$ cat src/rtl/irq_ctrl_apb.sv
// irq_ctrl_apb: NUM_IRQ-source / NUM_TGT-target interrupt controller, programmed over APB.
// Define IRQ_CTRL_SYNC_EN to add a 2-flop synchroniser in front of raw_q for asynchronous irq_i.
module irq_ctrl_apb #(
  parameter int NUM_IRQ = 7,
  parameter int NUM_TGT = 2,
  parameter int ADDR_W  = 8
) (
  input  logic               clk_i,
  input  logic               rst_i,
  input  logic [NUM_IRQ-1:0] irq_i,
  output logic [NUM_TGT-1:0] irq_o,
  input  logic               psel,
  input  logic               penable,
  input  logic               pwrite,
  input  logic [ADDR_W-1:0]  paddr,
  input  logic [31:0]        pwdata,
  output logic [31:0]        prdata,
  output logic               pready,
  output logic               pslverr
);
  typedef logic [NUM_IRQ-1:0] vec_t;

  vec_t               raw_q, raw_d, mode_q, pending_q, pending_d;
  vec_t               enable_q [NUM_TGT];
  logic [NUM_TGT-1:0] irq_q, irq_d;
  vec_t               irq_in;

`ifdef IRQ_CTRL_SYNC_EN
  vec_t sync1_q, sync2_q;

  always_ff @(posedge clk_i) begin
    if (rst_i) begin
      sync1_q <= '0;
      sync2_q <= '0;
    end else begin
      sync1_q <= irq_i;
      sync2_q <= sync1_q;
    end
  end

  assign irq_in = sync2_q;
`else
  assign irq_in = irq_i;
`endif

  logic        access, rd_fire, wr_fire;
  logic [5:0]  word;
  vec_t        wdata_v;

  assign access  = psel & penable;
  assign rd_fire = access & ~pwrite;
  assign wr_fire = access & pwrite;
  assign word    = paddr[7:2];
  assign wdata_v = pwdata[NUM_IRQ-1:0];
  assign pready  = 1'b1;

  logic               hit_map, is_claim, claim_fire, wr_mode, wr_pend;
  logic [NUM_TGT-1:0] wr_en;
  logic [31:0]        rdata, claim_id;
  vec_t               claim_hit, claim_1h;

  always_comb begin
    hit_map    = 1'b0;
    is_claim   = 1'b0;
    claim_fire = 1'b0;
    wr_mode    = 1'b0;
    wr_pend    = 1'b0;
    wr_en      = '0;
    rdata      = '0;
    claim_hit  = '0;
    case (word)
      6'h00: begin
        hit_map = 1'b1;
        rdata[NUM_IRQ-1:0] = raw_q;
      end
      6'h01: begin
        hit_map = 1'b1;
        rdata[NUM_IRQ-1:0] = mode_q;
        wr_mode = wr_fire;
      end
      6'h02: begin
        hit_map = 1'b1;
        rdata[NUM_IRQ-1:0] = pending_q;
        wr_pend = wr_fire;
      end
      default: ;
    endcase
    for (int t = 0; t < NUM_TGT; t++) begin
      if (word == 6'(4 + t)) begin
        hit_map = 1'b1;
        rdata[NUM_IRQ-1:0] = enable_q[t];
        wr_en[t] = wr_fire;
      end
      if (word == 6'(8 + t)) begin
        hit_map    = 1'b1;
        is_claim   = 1'b1;
        claim_hit  = pending_q & enable_q[t];
        claim_fire = rd_fire;
      end
    end
    // Scan high to low so the lowest pending index wins.
    claim_id = '0;
    claim_1h = '0;
    for (int i = NUM_IRQ - 1; i >= 0; i--) begin
      if (claim_hit[i]) begin
        claim_id    = 32'(i + 1);
        claim_1h    = '0;
        claim_1h[i] = 1'b1;
      end
    end
    if (is_claim) rdata = claim_id;
  end

  assign prdata  = (rd_fire & hit_map) ? rdata : '0;
  assign pslverr = access & ~hit_map;

  vec_t edge_set, clr, mode_chg;

  always_comb begin
    edge_set = raw_q & ~raw_d;
    clr      = '0;
    if (wr_pend)    clr = clr | (wdata_v & mode_q);
    if (claim_fire) clr = clr | (claim_1h & mode_q);
    // Edge bits hold until cleared, with a fresh edge beating a same-cycle clear.
    pending_d = (mode_q & ((pending_q & ~clr) | edge_set)) | (~mode_q & raw_q);
    mode_chg  = wr_mode ? (mode_q ^ wdata_v) : '0;
    pending_d = pending_d & ~mode_chg;
    for (int t = 0; t < NUM_TGT; t++) begin
      irq_d[t] = |(pending_q & enable_q[t]);
    end
  end

  always_ff @(posedge clk_i) begin
    if (rst_i) begin
      raw_q     <= '0;
      raw_d     <= '0;
      mode_q    <= '0;
      pending_q <= '0;
      irq_q     <= '0;
      for (int t = 0; t < NUM_TGT; t++) enable_q[t] <= '0;
    end else begin
      raw_q     <= irq_in;
      raw_d     <= raw_q;
      pending_q <= pending_d;
      irq_q     <= irq_d;
      if (wr_mode) mode_q <= wdata_v;
      for (int t = 0; t < NUM_TGT; t++) begin
        if (wr_en[t]) enable_q[t] <= wdata_v;
      end
    end
  end

  assign irq_o = irq_q;

  logic unused_ok;
  assign unused_ok = ^{paddr, pwdata};
endmodule

$ cat config.mk
export PLATFORM = sky130hd
export DESIGN_NAME = irq_ctrl_apb
export DESIGN_NICKNAME = d
export VERILOG_FILES = /design/src/rtl/irq_ctrl_apb.sv
export SDC_FILE = /design/constraint.sdc
export NUM_CORES = 1
export LEC_CHECK = 0
export ABC_AREA = 1
export CAP_MARGIN = 25
export CORE_AREA = 2 2 98 100
export CTS_CLUSTER_DIAMETER = 30
export DETAILED_ROUTE_END_ITERATION = 6
export DIE_AREA = 0 0 100 102
export PLACE_DENSITY_LB_ADDON = 0.1
export SKIP_LAST_GASP = 1
export SLEW_MARGIN = 20
export SYNTH_ARGS = -nofsm -noshare
export SYNTH_HDL_FRONTEND = slang
export SYNTH_SLANG_ARGS = --single-unit
$ cat constraint.sdc
create_clock -name clk_i -period 3.65 [get_ports clk_i]
set_input_delay 0.73 -clock clk_i [delete_from_list [all_inputs] [get_ports clk_i]]
set_output_delay 0.73 -clock clk_i [all_outputs]
set_load 0.01 [all_outputs]
==> impl_metrics.yaml, run 1 <==
outcome:
  outcome: "completed"
synth:
  syn_area_per_cell_sq_um: 7.27
  synth_fa_ha_area_share_pct: 3.16
  synth-simple-area-share_pct: 34.2
  ys_async_sr_fraction_pct: 0
  synth_xor_area_share_pct: 0
  synth-edff-count: 14
  ys.flop_type: "dfxtp_1"
  synth_compound_area_share_pct: 11.4
  synthCells: 381
  synthDistinctLibCells: 32
  synth_top_family_by_area: "simple AND/OR/NAND/NOR gates"
  yosys_warnings: 0
  synth_largest_area_cell: "dfxtp_1"
  synth-seq-cells: 44
  synth_area_leaders: "dfxtp_1 (22%), edfxtp_1 (15%), nand2_1 (13%), nor2_1 (7.7%), buf_4 (7.0%)"
  synth_area_sq_mm: 0.00277
  ys_seq_area_share_pct: 36.9
  muxShareOfSynthArea_pct: 0
  synth_top_area_share_pct: 21.7
timing:
  grt_setup_unrepaired: "false"
  fin_hold_ws_ns: 0.456
  fin_crit_ns: 3.43
  maxSlewViolCount: 0
  hold_viol_final: 0
  fmax_mhz: 291
  setup_violations: 0
  fin_worst_skew_ns: 0.00469
  fin_crit_sh_pct: 94.1
  slew_headroom_pct: 59.5
  tightest_slew_ns: 0.607
  fin_ws_ns: 0.217
setup_path:
  cp.required_ns: 2.92
  start_kind: "input port"
  crit_type: "input port to primary output"
  worstPathArrival_ns: 2.70
  end_kind: "primary output"
  critPathMaxFanout: 4
placement:
  dp_hpwl_mm: 5.88
  io_buffers: 34
  globalplace.congestion: 0.885
  dp_slack_ns: -0.0954
  placed_area_sq_mm: 0.00340
clock_tree:
  cts_inserted_buffers: 5
  cts-htree-levels: 2
  clkTransAtPathRegs_ns: 0.08
  insertion_delay_ns: 0.29
  cts_tree: "yes"
  clock-sinks: 44
  clockBufferDepth: 2
  cts_setup_buffers: 0
  root_buffer: "clkbuf_8"
detailed_routing:
  final_antenna_net_count: 0
  drtPass1Iterations: 5
  wl_per_cell_um: 13.6
  drtIter0Drc: 121
  drc_errors: 0
  num_vias: 2487
  vias_per_cell: 4.42
  routed_wl_mm: 7.63
power_and_ir_drop:
  power.density_mw_per_mm2: 276
  power_w: 0.000961
  p_leak_nw: 1.68
  vdd_drop_max_mv: 0.185
grt:
  grt_first_pass_wirelength_mm: 12.3
  grt_pass1_vias: 2389
  overflow: 0
  grt_max_degree: 22
  gr-usage-all-layers_pct: 16.0
  antenna_found_initial: 0
finish:
  fin_nets: 510
  antenna_cells: 0
  drive_above_1_share_pct: 15.9
  area_growth_pct: 25.9
  fin_util_pct: 38.3
  fin_area_sq_mm: 0.00349
hold_path:
  worstHoldPathType: "register to register"
floorplan:
  fp-row-count: 35
  die_h_um: 102
  io_pins: 88
  die-area_sq_mm: 0.0102
  coreArea_sq_mm: 0.00911
  die_x_um: 100
  start_util_pct: 30.4
flow_run:
  drv_cap: 0
==> where the power goes <==
group          total [W]  internal [W]  switching, W  leakage (nW)
Clock           0.000292      0.000135      0.000158        0.0422
Combinational   0.000134     0.0000563     0.0000774          1.26
Sequential      0.000535      0.000524     0.0000107         0.379
Total           0.000961      0.000715      0.000246          1.68
==> Yosys cell counts, types with 2 or more instances <==
| library cell | n |
|---|---|
| nand2_1 | 95 |
| nor2_1 | 57 |
| inv_1 | 41 |
| dfxtp_1 | 30 |
| a21oi_1 | 27 |
| buf_4 | 26 |
| nand3_1 | 15 |
| edfxtp_1 | 14 |
| o21ai_0 | 11 |
| ha_1 | 7 |
| o21ai_1 | 7 |
| inv_2 | 5 |
| nand4_1 | 5 |
| nor2_2 | 4 |
| nor2_4 | 4 |
| nor2_8 | 4 |
| clkbuf_1 | 3 |
| nand2_4 | 3 |
| o211ai_1 | 3 |
| a211oi_1 | 2 |
| buf_2 | 2 |
| conb_1 | 2 |
| nand3_2 | 2 |
| nand3_4 | 2 |
| nor3_2 | 2 |
| o21ai_2 | 2 |
==> worst max-delay path: stages <==
cell and delay (ns):
clkdlybuf4s50_1 0.54, inv_2 0.07, nor2_4 0.14, nand2_4 0.14, nor2_8 0.17, nand2_1 0.06, o21ai_1 0.10, nor2_1 0.08
o21ai_1 0.17, nand3_1 0.09, nor2_1 0.12, dlygate4sd2_1 0.28
==> routing by layer <==
layer / track usage (%) / vias to the layer above / share of wire [%]
met5: 0 / - / 0
met1: 20.5 / 1098 / 46
met2: 27.2 / 71 / 47
met4: 5.80 / 0 / 2.4
met3: 2.67 / 8 / 4.7
li1: - / 1310 / -
==> area by class of cell <==
cell class	instances	area, sq um
Clock buffer	7	76.3
Tap cell	111	139
Clock inverter	1	5.00
Inverter	46	173
Timing Repair Buffer	70	618
Sequential cell	44	1020
Fill cell	970	5620
Multi-Input combinational cell	284	1450
==> timing repair <==
action | in CTS | in global routing
hold buffers | 0 | 0
gates resized for setup | 7 | 1
hold endpoints to repair | 0 | 0
endpoints found under the setup margin | 6 | 1
pin swaps | 1 | 0
==> sequential cells by signal, indices dropped and copies added, names as in the netlist <==
| signal | flops |
|---|---|
| enable_q | 14 |
| mode_q | 7 |
| pending_q | 7 |
| raw_d | 7 |
| raw_q | 7 |
| irq_o | 2 |
==> logic make-up (layout without fill, tap and decap cells) <==
| kind of cell | count (synthesis) | count (layout) |
|---|---|---|
| flops | 44 | 44 |
| simple gates | 195 | 195 |
| other cells | 2 | 26 |
| buf+inv | 77 | 124 |
| fa+ha+maj | 7 | 7 |
| compound gates | 56 | 56 |
==> placed cells by master (no fill, tap or decap), drive strengths merged, types with 2 or more instances in the layout <==
cell type,instances
nand2,99
nor2,69
inv,46
buf,36
dfxtp,30
a21oi,28
clkdlybuf4s50,27
conb,26
o21ai,20
nand3,19
edfxtp,14
ha,7
clkbuf,7
dlygate4sd2,6
nand4,5
o211ai,3
nor3,3
a211oi,2
==> metrics by stage <==
step | std cells | TNS (ns)
after floorplan | 405 | 0
after global placement | 555 | -0.246
after detailed placement | 555 | -0.294
after CTS | 563 | 0
after global routing | 563 | 0
final | 563 | 0
==> path summary, 6_finish.rpt <==
kind                  end  cells after the start  slack, ns      startpoint
max             prdata[1]                     12       0.22        paddr[2]
min              raw_d[2]                      2       0.46        raw_q[2]
max reg2reg  pending_q[5]                      9       2.14  enable_q[0][2]
min reg2reg      raw_d[2]                      2       0.46        raw_q[2]
No activity file was read; power rests on OpenSTA's default activity.
==> run 2, diff against run 1 <==
--- a/config.mk
+++ b/config.mk
@@ -6,6 +6,7 @@
 export NUM_CORES = 1
 export LEC_CHECK = 0
 export ABC_AREA = 1
+export ABC_CLOCK_PERIOD_IN_PS = 3650
 export CAP_MARGIN = 25
 export CORE_AREA = 2 2 98 100
 export CTS_CLUSTER_DIAMETER = 30
==> results of run 2 <==
Final layout, timing and power as in run 1 (identical DEF).
==> run 3, diff against run 2 <==
--- a/config.mk
+++ b/config.mk
@@ -8,13 +8,14 @@
 export ABC_AREA = 1
 export ABC_CLOCK_PERIOD_IN_PS = 3650
 export CAP_MARGIN = 25
-export CORE_AREA = 2 2 98 100
+export CORE_AREA = 2 2 82 84
 export CTS_CLUSTER_DIAMETER = 30
 export DETAILED_ROUTE_END_ITERATION = 6
-export DIE_AREA = 0 0 100 102
+export DIE_AREA = 0 0 84 86
 export PLACE_DENSITY_LB_ADDON = 0.1
 export SKIP_LAST_GASP = 1
 export SLEW_MARGIN = 20
 export SYNTH_ARGS = -nofsm -noshare
 export SYNTH_HDL_FRONTEND = slang
 export SYNTH_SLANG_ARGS = --single-unit
+export TNS_END_PERCENT = 10
==> run 3 against run 2 <==
The flow now finishes with violations (negative setup slack). Sequential cell count unchanged. Clock power up 43%. Final cell count down 7.3%. Count of clock-buffer cells in the layout unchanged. Critical path depth down 1. Utilization up 17 points. Hold slack better by 0.00064 ns. Non-clock buffer count down 7. Combinational power down 4%. Cell area down 0.68%. Total power up 13%. Clock skew about the same. Largest cell class unchanged. Highest routed layer unchanged.
==> impl_metrics.yaml, run 3 (synthesis results as in run 1) <==
timing:
  setup_violations: 1
  fin_worst_skew_ns: 0.00471
  hold_viol_final: 0
  tns_ns: -0.0322
  fin_crit_sh_pct: 101
  fmax_mhz: 272
  grt_setup_unrepaired: "true"
  fin_ws_ns: -0.0322
  maxSlewViolCount: 0
  fin_hold_ws_ns: 0.457
  fin_crit_ns: 3.68
  slew_headroom_pct: 55.1
  tightest_slew_ns: 0.670
placement:
  placed_area_sq_mm: 0.00332
  dp_hpwl_mm: 5.39
  dp_slack_ns: -0.0208
  globalplace.congestion: 0.878
  dp.cells: 514
  io_buffers: 34
clock_tree:
  cts_tree: "yes"
  cts_inserted_buffers: 5
  cts-htree-levels: 2
  clock-sinks: 44
  cts_setup_buffers: 0
  insertion_delay_ns: 0.30
  clkTransAtPathRegs_ns: 0.09
  root_buffer: "clkbuf_8"
  clockBufferDepth: 2
power_and_ir_drop:
  seqPwrFrac_pct: 49.4
  p_leak_nw: 1.64
  internal_power_w: 0.000824
  clockPowerShare_pct: 38.7
  power_switching_w: 0.000258
  power.density_mw_per_mm2: 313
  vdd_drop_max_mv: 0.189
  pwr-share-comb_pct: 11.9
  power.share.switching_pct: 23.8
grt:
  overflow: 0
  grt_pass1_vias: 2407
  antenna_found_initial: 0
  gr-usage-all-layers_pct: 20.0
  grt_max_degree: 22
  grt_first_pass_wirelength_mm: 11.4
finish:
  final_common_cell: "nand2_1"
  drive_above_1_share_pct: 15.5
  layout_common_cells: "nand2_1 (95), nor2_1 (56), inv_1 (41)"
  area_growth_pct: 25.0
  antenna_cells: 0
  largest_reg_flops: 14
  fin_nets: 503
  fin_area_sq_mm: 0.00346
  fin_cells: 522
  largest-register: "enable_q"
setup_path:
  worstPathArrival_ns: 2.95
  slowest_stage: "clkdlybuf4s50_1"
  cp.required_ns: 2.92
  critPathMaxFanout: 7
  path_cells: "clkdlybuf4s50_1 > nor2_8 > nand2_4 > nor2_8 > nor2_1 > nand3_2 > nand2_4 > nor2_4 > o21ai_1 > nor2_1 > clkdlybuf4s50_1"
  end_kind: "primary output"
  crit_type: "input port to primary output"
  slowest_delay_ns: 0.57
  start_kind: "input port"
floorplan:
  die_x_um: 84
  die_h_um: 86
  start_util_pct: 44.1
  die-area_sq_mm: 0.00722
  coreArea_sq_mm: 0.00628
  fp-row-count: 29
  io_pins: 88
detailed_routing:
  drtPass1Iterations: 4
  wl_per_cell_um: 13.1
  drtIter0Drc: 153
  drc_errors: 0
  final_antenna_net_count: 0
  routed_wl_mm: 6.82
  vias_per_cell: 4.83
  num_vias: 2521
outcome:
  outcome: "finished with violations"
  violations: "negative setup slack"
flow_run:
  drv_cap: 0
hold_path:
  worstHoldPathType: "register to register"
==> run 3: worst paths after layout <==
kind	start	endpoint	slack [ns]	depth (start not counted)
max	paddr[7]	prdata[3]	-0.03	11
min	raw_q[2]	raw_d[2]	0.46	2
max reg2reg	enable_q[0][2]	pending_q[4]	2.13	9
min reg2reg	raw_q[2]	raw_d[2]	0.46	2
==> run 3: critical path, delay by kind of cell <==
kind | cells | cell delay [ns]
AOI/OAI and AO/OA | 1 | 0.09
and+or+nand+nor | 8 | 1.07
buffers and inverters | 2 | 1.06
==> run 3: final cells by class <==
cell class | instances | area, sq um
Timing Repair Buffer | 63 | 584
Fill cell | 616 | 2820
Multi-Input combinational cell | 284 | 1460
Sequential cell | 44 | 1020
Tap cell | 77 | 96.3
Inverter | 46 | 173
Clock inverter | 1 | 30.0
Clock buffer | 7 | 97.6
==> run 3: through the flow <==
step	utilization (%)	power, W
after CTS	55.0	0.00109
after global placement	52.9	0.000672
after detailed placement	52.9	0.000674
after global routing	55.2	0.00112
after floorplan	-	0.000633
final	55.2	0.00108
==> run 3: power by group through the flow <==
stage,Clock [W],Sequential (W),Combinational [W]
global route,0.000443,0.000537,0.000144
CTS,0.000425,0.000535,0.000129
global placement,0,0.000545,0.000126
floorplan,0,0.000544,0.0000885
finish,0.000419,0.000535,0.000128
detailed placement,0,0.000546,0.000128
==> run 3: metal layers <==
layer,track usage (%),vias to the layer above,part of all wire (%)
met5,0,-,0
met4,5.72,0,1.0
met1,25.2,1152,46
li1,-,1290,-
met2,35.6,73,48
met3,3.18,6,5.4
==> run 3: what timing repair did <==
item / in CTS / in global routing
gates resized for setup: 2 / 3
pin swaps: 1 / 1
hold buffers: 0 / 0
endpoints found under the setup margin: 4 / 6
